$ cat config.mk
export PLATFORM = sky130hd
export DESIGN_NAME = serial_adder_ctrl
export DESIGN_NICKNAME = d
export VERILOG_FILES = /design/src/rtl/serial_adder_ctrl.sv
export SDC_FILE = /design/constraint.sdc
export NUM_CORES = 1
export LEC_CHECK = 0
export ABC_CLOCK_PERIOD_IN_PS = 3700
export CORE_MARGIN = 1
export CORE_UTILIZATION = 50
export CTS_BUF_LIST = sky130_fd_sc_hd__clkbuf_16
export DETAILED_ROUTE_END_ITERATION = 16
export PLACE_DENSITY = 0.77
export RECOVER_POWER = 100
export SLEW_MARGIN = 20
export SYNTH_ARGS = -nofsm -noshare
export SYNTH_HDL_FRONTEND = slang
export SYNTH_SLANG_ARGS = --single-unit
export TNS_END_PERCENT = 20
$ cat constraint.sdc
create_clock -name clk -period 3.7 [get_ports clk]
set_input_delay 0.37 -clock clk [delete_from_list [all_inputs] [get_ports clk]]
set_output_delay 0.37 -clock clk [all_outputs]
set_load 0.01 [all_outputs]
$ cat src/rtl/serial_adder_ctrl.sv
// serial_adder_ctrl: bit-serial adder controller.
// One full adder is reused over DATA_WIDTH cycles, LSB first. The result is
// {out_co, out_s} = in_a + in_b + in_ci.
// Operands come in over a valid/ready pair, and the result leaves over another
// valid/ready pair.
// Optional feature: define SERIAL_ADDER_CTRL_OVF_EN to add the out_ovf port.
// out_ovf is the signed two's-complement overflow of the add.

// Single-bit full adder; the only arithmetic element of the controller.
module full_adder (
  input  logic a,
  input  logic b,
  input  logic ci,
  output logic s,
  output logic co
);

  assign s  = a ^ b ^ ci;
  assign co = (a & b) | (ci & (a ^ b));

endmodule

module serial_adder_ctrl #(
  parameter int DATA_WIDTH = 4,
  parameter int CNT_WIDTH  = 5
) (
  input  logic                  clk,
  input  logic                  rst_n,
  input  logic [DATA_WIDTH-1:0] in_a,
  input  logic [DATA_WIDTH-1:0] in_b,
  input  logic                  in_ci,
  input  logic                  in_vld,
  output logic                  in_rd,
  output logic [DATA_WIDTH-1:0] out_s,
  output logic                  out_co,
  output logic                  out_vld,
  input  logic                  out_rd,
  output logic                  busy
`ifdef SERIAL_ADDER_CTRL_OVF_EN
  ,
  output logic                  out_ovf
`endif
);

  typedef enum logic [1:0] {
    IDLE = 2'd0,
    RUN  = 2'd1,
    DONE = 2'd2
  } state_t;

  // Counter value on the cycle that processes the MSB.
  localparam logic [CNT_WIDTH-1:0] LAST_CNT = CNT_WIDTH'(DATA_WIDTH - 1);
  localparam logic [CNT_WIDTH-1:0] CNT_ONE  = CNT_WIDTH'(1);

  state_t                state;
  logic [DATA_WIDTH-1:0] a_sh;
  logic [DATA_WIDTH-1:0] b_sh;
  logic [DATA_WIDTH-1:0] s_sh;
  logic                  carry;
  logic [CNT_WIDTH-1:0]  cnt;

  logic                  fa_s;
  logic                  fa_co;
  logic [DATA_WIDTH-1:0] s_next;

  // The one shared adder always looks at the current LSBs and the carry flop.
  full_adder u_fa (
    .a  (a_sh[0]),
    .b  (b_sh[0]),
    .ci (carry),
    .s  (fa_s),
    .co (fa_co)
  );

  // The new sum bit enters at the MSB, and the partial sum moves toward the LSB.
  // On the last bit this value is already the complete sum.
  assign s_next = DATA_WIDTH'({fa_s, s_sh} >> 1'b1);

  // Sequencing FSM with datapath registers and registered handshake outputs.
  always_ff @(posedge clk) begin
    if (!rst_n) begin
      state   <= IDLE;
      a_sh    <= '0;
      b_sh    <= '0;
      s_sh    <= '0;
      carry   <= 1'b0;
      cnt     <= '0;
      in_rd   <= 1'b1;
      out_vld <= 1'b0;
      busy    <= 1'b0;
      out_s   <= '0;
      out_co  <= 1'b0;
`ifdef SERIAL_ADDER_CTRL_OVF_EN
      out_ovf <= 1'b0;
`endif
    end else begin
      case (state)
        IDLE: begin
          if (in_vld) begin
            a_sh  <= in_a;
            b_sh  <= in_b;
            carry <= in_ci;
            s_sh  <= '0;
            cnt   <= '0;
            state <= RUN;
            in_rd <= 1'b0;
            busy  <= 1'b1;
          end else begin
            state <= IDLE;
            in_rd <= 1'b1;
            busy  <= 1'b0;
          end
        end

        RUN: begin
          // The operands are consumed LSB first. Zeros fill in from the top.
          a_sh  <= {1'b0, a_sh[DATA_WIDTH-1:1]};
          b_sh  <= {1'b0, b_sh[DATA_WIDTH-1:1]};
          s_sh  <= s_next;
          carry <= fa_co;
          if (cnt == LAST_CNT) begin
            // On the MSB cycle, publish the result straight into the output flops.
            // out_vld then rises at the same edge as the transition to DONE.
            // cnt is held here, so it never passes DATA_WIDTH-1.
            cnt     <= cnt;
            state   <= DONE;
            out_vld <= 1'b1;
            out_s   <= s_next;
            out_co  <= fa_co;
`ifdef SERIAL_ADDER_CTRL_OVF_EN
            // carry holds the carry into the MSB, and fa_co is the carry out of it.
            out_ovf <= carry ^ fa_co;
`endif
          end else begin
            cnt   <= cnt + CNT_ONE;
            state <= RUN;
          end
        end

        DONE: begin
          if (out_rd) begin
            // Do not capture new operands on this cycle.
            // in_rd only rises once the FSM is back in IDLE.
            state   <= IDLE;
            out_vld <= 1'b0;
            in_rd   <= 1'b1;
            busy    <= 1'b0;
          end else begin
            state   <= DONE;
            out_vld <= 1'b1;
          end
        end

        default: begin
          state   <= IDLE;
          cnt     <= '0;
          carry   <= 1'b0;
          in_rd   <= 1'b1;
          out_vld <= 1'b0;
          busy    <= 1'b0;
        end
      endcase
    end
  end

endmodule

== Word level (Yosys, flattened, before mapping) ==
Index checks and enable logic that the tools add are counted.
W data, S select, Z words.

* Register bits: 28
* Output and inout port bits: 8

* Add/subtract/negate cells: 1
* Eq/ne operators: 7
* Muxes and demuxes: 24
* Bitwise logic cells: 8
* Reduce and logical (&&, ||, !) cells: 8

{| class="wikitable"
|+ Operators by type and width
! cell !! count
|-
| $pmux W4 S2 || 3
|-
| $pmux W5 S3 || 1
|-
| $mux W4 || 3
|-
| $pmux W1 S3 || 4
|-
| $mux W5 || 2
|-
| $reduce_and A2 Y1 || 5
|-
| $mux W1 || 8
|-
| $ne A2 B2 Y1 const B || 4
|-
| $pmux W2 S3 || 1
|-
| $add A5 B1 Y5 const B || 1
|-
| $eq A5 B2 Y1 const B || 1
|-
| $mux W2 || 2
|-
| $not A1 Y1 || 3
|-
| $reduce_and A3 Y1 || 1
|-
| $and A1 B1 Y1 || 2
|-
| $eq A2 B1 Y1 const B || 1
|-
| $eq A2 B2 Y1 const B || 1
|-
| $logic_not A2 Y1 || 1
|-
| $reduce_bool A2 Y1 || 1
|-
| $xor A1 B1 Y1 || 2
|-
| $or A1 B1 Y1 || 1
|}

== Logic depth before layout (Yosys ltp) ==
Gate-level depths: netlist of run 1.

* Depth after elaboration: 4
* Gate-level depth with buffers: 7

== Cells and area by module ==
Synthesis of run 1 repeated with hierarchy kept, for this count alone.

* Cells, all modules: 144
* Area total of the unflattened synthesis: 1346.3 um^2

{| class="wikitable"
|+ By module, submodules not included
! module !! times used !! cells an instance !! area an instance (um^2) !! seq. area each (um^2)
|-
| serial_adder_ctrl || 1 || 143 || 1326.3 || 540.5
|-
| full_adder || 1 || 1 || 20.0 || 0.0
|}

== Worst setup path after synthesis of run 1 ==
No wires, ideal clock.

* Kind: flip-flop to flip-flop
* From: register state[0]
* To: register cnt[4]
* Setup time: 74 ps
* Data arrival time: 1475 ps
* Slack: 2151 ps
* Cell stages (with the launch flop): 7
* Cells stage by stage: dfxtp_1 inv_1 ha_1 buf_6 nor2b_4 or4_1 a31oi_1

* Cells in the longest elaborated chain, start to end: 3
* Elaborated cells between the ends (all ways): 8
* Classes of those cells: 4 x eq/ne; 1 x mux; 1 x bitwise; 2 x reduce/logical

{| class="wikitable"
|+ Ends and longest elaborated chain
! item !! RTL line !! source
|-
| from (decl) || 55 || <nowiki>state_t state;</nowiki>
|-
| from (signal assigned) || 82 || <nowiki>state <= IDLE;</nowiki>
|-
| from (signal assigned) || 105 || <nowiki>state <= RUN;</nowiki>
|-
| from (signal assigned) || 109 || <nowiki>state <= IDLE;</nowiki>
|-
| $eq A2 B1 Y1 (tied with other cells) || 97 || <nowiki>case (state)</nowiki>
|-
| $ne A2 B2 Y1 (no line) / $not A1 Y1 (equally long branches) || - ||
|-
| $reduce_and A3 Y1 (no line) || - ||
|-
| to (signal assigned) || 125 || <nowiki>cnt <= cnt;</nowiki>
|-
| to (signal assigned) || 135 || <nowiki>cnt <= cnt + CNT_ONE;</nowiki>
|-
| to (decl) || 60 || <nowiki>logic [CNT_WIDTH-1:0] cnt;</nowiki>
|}

Several ways; a longest one is shown, not always the timed one.
A chain may end at the register's enable or synchronous reset.

== Worst setup path after layout of run 1 ==
* From: register state[1]
* To: register cnt[0]

The elaborated chain is that of the path after synthesis.

==> run summary, run 1 <==
- complete, no violations — status
- cnt[0]$_SDFFE_PN0P_ — critical path endpoint
- 2320 ps — Arr. time, crit path
- 0 ps — final setup TNS
- 0 — count of inserted antenna diode cells
- 18 — count of standard-cell rows
- 0.8262 — Final GP Congestion
- 0% — async set-reset flop share out of synthesis
- reg -> reg — Worst Hold Class
- 188 — count of non-filler cells in the finished layout
- 0 — number of endpoints failing setup at the final stage
- 58.11% — Tcrit/Tclk final
- 0.6042 nW — leakage dissipation
- 19.60% — synthesized-area fraction occupied by and/or/nand/nor cells
- sky130_fd_sc_hd__dfxtp_1 — top_reg_cell synth
- 0 — Remaining DRCs
- 790 ps — Critical Path Max Stage Delay
- 1920 microns — post-detail-place hpwl
- 410.8 mW/mm^2 — Power per Cell Area
- 19.41% — Syn-to-layout area delta
- 0 — residual antenna-violating net count after detailed routing
- 20.36% — compound-gate portion of the synthesized area
- 6.250% — area share of fa/ha/maj cells after synthesis
- 0 — EDFF count, synth
- 0.002477 sq mm — area of the core
- 2772 microns — total wire length
- 0.001578 sq mm — Post-Layout Inst Area
- 2.348 ps — Worst Clk Skew
- 53.41 microns — Die Span X
- 53.41 microns — Die Ht
- 0 — number of warning messages in the yosys log
- 260 ps — clock latency reported for the late side of the worst-skew pair
- 5.696% — layout cell share with drive strength beyond 1
- 2 — Clock Tree Buf Depth
- 2150 ps — final period demand of the worst path
- 23 — Starting DRT DRC Count
- sky130_fd_sc_hd__dfxtp_1, sky130_fd_sc_hd__mux2i_1, sky130_fd_sc_hd__ha_1 — cell types occupying the most area after synthesis
- inv_1, ha_1, and3b_1, nand2_1, a311oi_1 — cell chain of the critical path
- 5.878 — via count normalized by instance count
- state[1]$_SDFF_PN0_ — launching instance or port of the critical path
- 480.5 ps — post-route worst hold slack
- 0% — Synth Area in XOR/XNOR
- done — CTS tree
- 0.0003310 V — peak supply drop
- reg -> reg — worst setup path category
- 53.33% — Initial Utilization
- sky130_fd_sc_hd__clkbuf_16 — CTS root buffer
- 22.57% — aggregate global-route resource usage
- 21 — io pins
- 184 — number of instances in the placed design
- 39 — number of library cell types mapped by synthesis
- sky130_fd_sc_hd__dfxtp_1, sky130_fd_sc_hd__nor2_1, sky130_fd_sc_hd__a21oi_1, sky130_fd_sc_hd__nand3_1, sky130_fd_sc_hd__o21ai_0 — commonest cells in the synthesized netlist
- flip-flop — CP endpoint kind
- 4 — Pre-antenna DRT Iters
- 40.91% — share of synthesized area occupied by flip-flops and latches
- 0 — grt ovf
- 0 — number of antenna violations at the first check in global routing
- sky130_fd_sc_hd__dfxtp_1 — biggest area consumer among synthesized cells
- cnt[0]$_SDFFE_PN0P_ — capture instance of the worst register-to-register path
- 27 — flop and latch count out of synthesis
- 3870 ps — worst path required time
- 0 — max-slew violations
- sky130_fd_sc_hd__ha_1 — master of the slowest instance on the critical path
- 9.240 sq um — Mapped Avg Cell Area
- 0 — Post CTS Setup Buffer Count
- 6.913% — multiplexer share of the synthesized area
- 26 — largest fanout on the critical path
- 0.001495 sq mm — DP Area
- 998 — number of global-route vias before repair
- 4540 microns — wire length of the first global-routing pass
- 40.91% — post-synth top area share
- 0.002852 sq mm — die outline area
- compound AO/OA/AOI/OAI gates — combinational family with the most area after synthesis
- 648.2 uW — Power, Total
- 14.74 microns — detailed-route wire length per cell
- sky130_fd_sc_hd__dfxtp_1 — most repeated cell in the gate-level netlist after synthesis
- 162 — Mapped Nets
- no — RSZ-0062 raised after global routing
- flip-flop — category of the worst setup path launch point
- 0.001321 sq mm — area of the mapped netlist
- 1 — number of levels in the clock H-tree
- 35.62% — Relative slew margins
- 27 — largest net degree at the start of global routing
- 3 — CTS Buf Count
- 27 — Sinks on Clock Net
- 1550 ps — slack of the worst reg-to-reg path
- 965.7 ps — worst slew pin tran
- 70 ps — clock slew at reported path FFs
- 143 — cell count after synthesis
- 20 — input/output buffers
- 178 — count of nets after finishing
- 0 — final count of hold timing violations
- 0 — Resized cells post-CTS
- 465.1 MHz — Achievable Freq
- state[1]$_SDFF_PN0_ — Reg2Reg Launch Point
- 5 — Worst R2R Path Depth
- 0 — cts-stage hold buffer count
- 0 — reported max-cap violation count
- 1105 — via count
## metrics by stage
stage / setup slack, ps / utilization, %
6_report: 1550 / 63.69
3_5_place_dp: 1603 / 60.35
3_3_place_gp: 1717 / 60.35
5_1_grt: 1405 / 63.69
2_1_floorplan: 2151 / -
4_1_cts: 1591 / 63.69
## cell families (layout without fill, tap and decap cells)
group                    after synthesis  after routing
AO/OA/AOI/OAI                         42             42
adder cells (fa/ha/maj)                6              6
buffers and inverters                 13             28
flip-flops                            27             27
multiplexers                           9              9
AND/OR/NAND/NOR                       46             46
## how the worst min path moves through the flow
stage                          start                    end  slack [ps]  cells after the start
3_5_place_dp   out_s[3]$_SDFFE_PN0P_  out_s[3]$_SDFFE_PN0P_         470                      2
4_1_cts        out_s[1]$_SDFFE_PN0P_  out_s[1]$_SDFFE_PN0P_         490                      2
2_1_floorplan   s_sh[1]$_SDFFE_PN0P_  out_s[0]$_SDFFE_PN0P_         440                      2
3_3_place_gp    out_vld$_SDFFE_PN0P_   out_vld$_SDFFE_PN0P_         450                      2
6_report       out_s[1]$_SDFFE_PN0P_  out_s[1]$_SDFFE_PN0P_         480                      2
5_1_grt         out_vld$_SDFFE_PN0P_   out_vld$_SDFFE_PN0P_         500                      2
## flip-flops by register name, summed over array words and instances (netlist names), 2 cells and up
name	cells
a_sh	4
s_sh	3
cnt	5
state	2
b_sh	4
out_s	4
## worst max-delay path: cells and delay by family, from the launching register on
family	cells	cell delay, ps
and+or+nand+nor	2	570
adders and majority gates	1	790
AOI/OAI and AO/OA	1	270
DFF	1	340
buffers and inverters	1	80
## power breakdown
group / switching (mW) / internal (mW) / total [mW]
clock: 0.104 / 0.147 / 0.251
sequential: 0.00946 / 0.304 / 0.314
combinational: 0.0429 / 0.0402 / 0.0831
## layout by cell type (no fill, tap or decap), drive strengths merged, types with 2 or more instances in the layout
cell type,Yosys,layout
nand2,4,4
nand4,3,3
clkdlybuf4s50,0,12
dlygate4sd3,0,8
nor2,14,14
ha,5,5
clkbuf,2,3
a211oi,7,7
a32oi,3,3
and3b,2,2
nand2b,2,2
o21ai,9,9
dfxtp,27,27
mux2i,8,8
nand3,10,10
inv,4,4
nor2b,4,4
a22oi,3,3
a31oi,4,4
a21oi,11,11
## final cells by class
cell class                      instances  area (sq um)
Multi-Input combinational cell        103         701.9
Sequential cell                        27         540.5
Clock buffer                            3         75.07
Timing Repair Buffer                   20         200.2
Tap cell                               30         37.54
Fill cell                             221         899.6
Clock inverter                          1         7.507
Inverter                                4         15.01
## per-layer routing
| layer | wire length [microns] | global-route usage (%) |
|---|---|---|
| met4 | 68 | 10.96 |
| met5 | 0 | 0 |
| met3 | 100 | 4.598 |
| met2 | 1362 | 37.71 |
| met1 | 1241 | 27.04 |
Power figures use the tool's default switching activity.
==> run 2: changes to the inputs <==
- ABC_CLOCK_PERIOD_IN_PS: 3700 -> 1900
- CORE_UTILIZATION: 50 -> 47
- PLACE_DENSITY: 0.77 -> 0.76
- clock period: 3.7 -> 1.9 ns (I/O delays scaled with it)
==> run summary, run 2 (synthesis results as in run 1) <==
- simple AND/OR/NAND/NOR gates — family of cells with the greatest summed delay on the critical path
- 1 — number of levels in the clock H-tree, unchanged
- 0 — residual antenna-violating net count after detailed routing, unchanged
- 38.1% — clock share of power, -0.7 points
- 55.02 microns — Die Ht, +3.0%
- 0 — number of endpoints failing setup at the final stage, unchanged
- cnt — Reg with most FFs
- 25 — largest net degree at the start of global routing, -7.4%
- complete, no violations — status
- 51.46% — Initial Utilization, -1.9 points
- 0 — Remaining DRCs, unchanged
- 0 — Post CTS Setup Buffer Count, unchanged
- 0 — Resized cells post-CTS, unchanged
- 0 — cts-stage hold buffer count, unchanged
- 70 ps — clock slew at reported path FFs, about the same
- 50.44% — Relative slew margins, +15 points
- 1872 microns — post-detail-place hpwl, -2.5%
- 0 ps — final setup TNS, unchanged
- 13.2% — combinational group share of total power, +0.4 points
- 0 — grt ovf, unchanged
- 450 ps — Critical Path Max Stage Delay, -340 ps
- 20.15% — aggregate global-route resource usage, -2.4 points
- 21 — io pins, unchanged
- 18 — count of standard-cell rows, unchanged
- 0 — max-slew violations, unchanged
- 1890 ps — Arr. time, crit path, -430 ps
- 2070 ps — worst path required time, -1800 ps
- 234 — count of filler cells inserted in the layout, +5.9%
- 0 — reported max-cap violation count, unchanged
- 20 — input/output buffers, unchanged
- 5.832 — via count normalized by instance count, -0.78%
- 1108 — via count, +0.27%
- 0 — final count of hold timing violations, unchanged
- 0 — count of inserted antenna diode cells, unchanged
- 0.002567 sq mm — area of the core, +3.6%
- 1724 ps — final period demand of the worst path, -426.2 ps
- 15 — largest fanout on the critical path, -42%
- sky130_fd_sc_hd__dfxtp_1, sky130_fd_sc_hd__nor2_1, sky130_fd_sc_hd__clkdlybuf4s50_1 — top library cells by usage in the layout, fill and taps aside
- 27 — Sinks on Clock Net, unchanged
- 19.98% — Syn-to-layout area delta
- 260 ps — clock latency reported for the late side of the worst-skew pair, about the same
- reg -> reg — worst setup path category
- 4347 microns — wire length of the first global-routing pass, -4.3%
- reg -> reg — Worst Hold Class
- sky130_fd_sc_hd__clkbuf_16 — CTS root buffer
- 5.625% — layout cell share with drive strength beyond 1, -0.071 points
- 1.971 ps — Worst Clk Skew, -0.3778 ps
- flip-flop — category of the worst setup path launch point
- 4 — Pre-antenna DRT Iters, unchanged
- 180 — count of nets after finishing, +1.1%
- 791.3 mW/mm^2 — Power per Cell Area, +93%
- 55.02 microns — Die Span X, +3.0%
- flip-flop — CP endpoint kind
- 1 — number of buffers and inverters on the critical path, unchanged
- 694.4 sq um — multi-input logic area, -1.1%
- 1031 — number of global-route vias before repair, +3.3%
- no — RSZ-0062 raised after global routing
- 540.5 sq um — register area, unchanged
- 3 — CTS Buf Count, unchanged
- 0.6115 nW — leakage dissipation, +1.2%
- 0.0007516 V — peak supply drop, +130%
- 48.7% — sequential share of power, +0.3 points
- 5 — number of flip-flops in the largest register, unchanged
- 742.6 ps — worst slew pin tran, -223.1 ps
- done — CTS tree
- inv_1, ha_1, and3b_1, nand2_1, a311oi_1 — cell chain of the critical path
- 26 — Starting DRT DRC Count, +13%
- 0.003027 sq mm — die outline area, +6.1%
- 1.254 mW — Power, Total, +94%
- 2 — Clock Tree Buf Depth, unchanged
- 90.74% — Tcrit/Tclk final, +33 points
- 2598 microns — total wire length, -6.3%
- 23.47% — switching power as a share of total power, -0.68 points
- 580.0 MHz — Achievable Freq, +25%
- sky130_fd_sc_hd__dfxtp_1 — most common library cell in the layout ignoring fill and taps
- 960.0 uW — cell internal power dissipation, +95%
- 294.4 uW — switching power summed over all nets, +88%
- 13.67 microns — detailed-route wire length per cell, -7.3%
- 0 — number of antenna violations at the first check in global routing, unchanged
- 0.9166 — Final GP Congestion, +11%
- sky130_fd_sc_hd__ha_1 — master of the slowest instance on the critical path
-- run 2: cell types whose count changed in the layout (fill, tap and decap cells not counted), sizes merged --
cell | before | now
buf | 0 | 2
-- run 2: final cells by class --
type                    count  area share (%)
clock buffers               3           4.736
clock inverters             1          0.4736
inverters                   4          0.9471
multi-input cells         103           43.80
flip-flops and latches     27           34.10
well taps                  30           2.368
repair buffers             22           13.58
-- run 2: per-layer routing --
| layer | track usage, % | routed length [microns] |
|---|---|---|
| met1 | 24.67 | 1202 |
| met2 | 32.93 | 1224 |
| met3 | 4.645 | 111 |
| met4 | 10.00 | 60 |
| met5 | 0 | 0 |
-- run 2: path summary, 6_finish.rpt --
kind / start / slack, ps / to / cells past startpoint
max: state[1]$_SDFF_PN0_ / 180 / cnt[0]$_SDFFE_PN0P_ / 5
min: out_vld$_SDFFE_PN0P_ / 460 / out_vld$_SDFFE_PN0P_ / 2
max reg2reg: state[1]$_SDFF_PN0_ / 180 / cnt[0]$_SDFFE_PN0P_ / 5
min reg2reg: out_vld$_SDFFE_PN0P_ / 460 / out_vld$_SDFFE_PN0P_ / 2
-- run 2: power groups by stage --
stage	registers, mW	clock network (mW)	logic, mW
3_3_place_gp	0.623	0	0.165
2_1_floorplan	0.621	0	0.119
4_1_cts	0.611	0.488	0.169
3_5_place_dp	0.624	0	0.168
6_report	0.611	0.478	0.165
5_1_grt	0.614	0.506	0.186
-- run 2: per-stage QoR --
step	std cells	utilization, %	hold slack, ps	instance area (sq um)	setup WS, ps
2_1_floorplan	143	-	336.9	1321	351.2
3_3_place_gp	186	58.82	452.8	1510	269.7
3_5_place_dp	186	58.82	456.9	1510	210.0
4_1_cts	190	62.04	465.9	1593	174.6
5_1_grt	190	61.74	507.7	1585	62.18
6_report	190	61.74	457.1	1585	175.9
-- run 2: worst min-delay path, delay by kind of cell, from the launching register on --
family / cells / cell delay [ps]
mux: 1 / 60
flops: 1 / 310
simple gates: 1 / 50
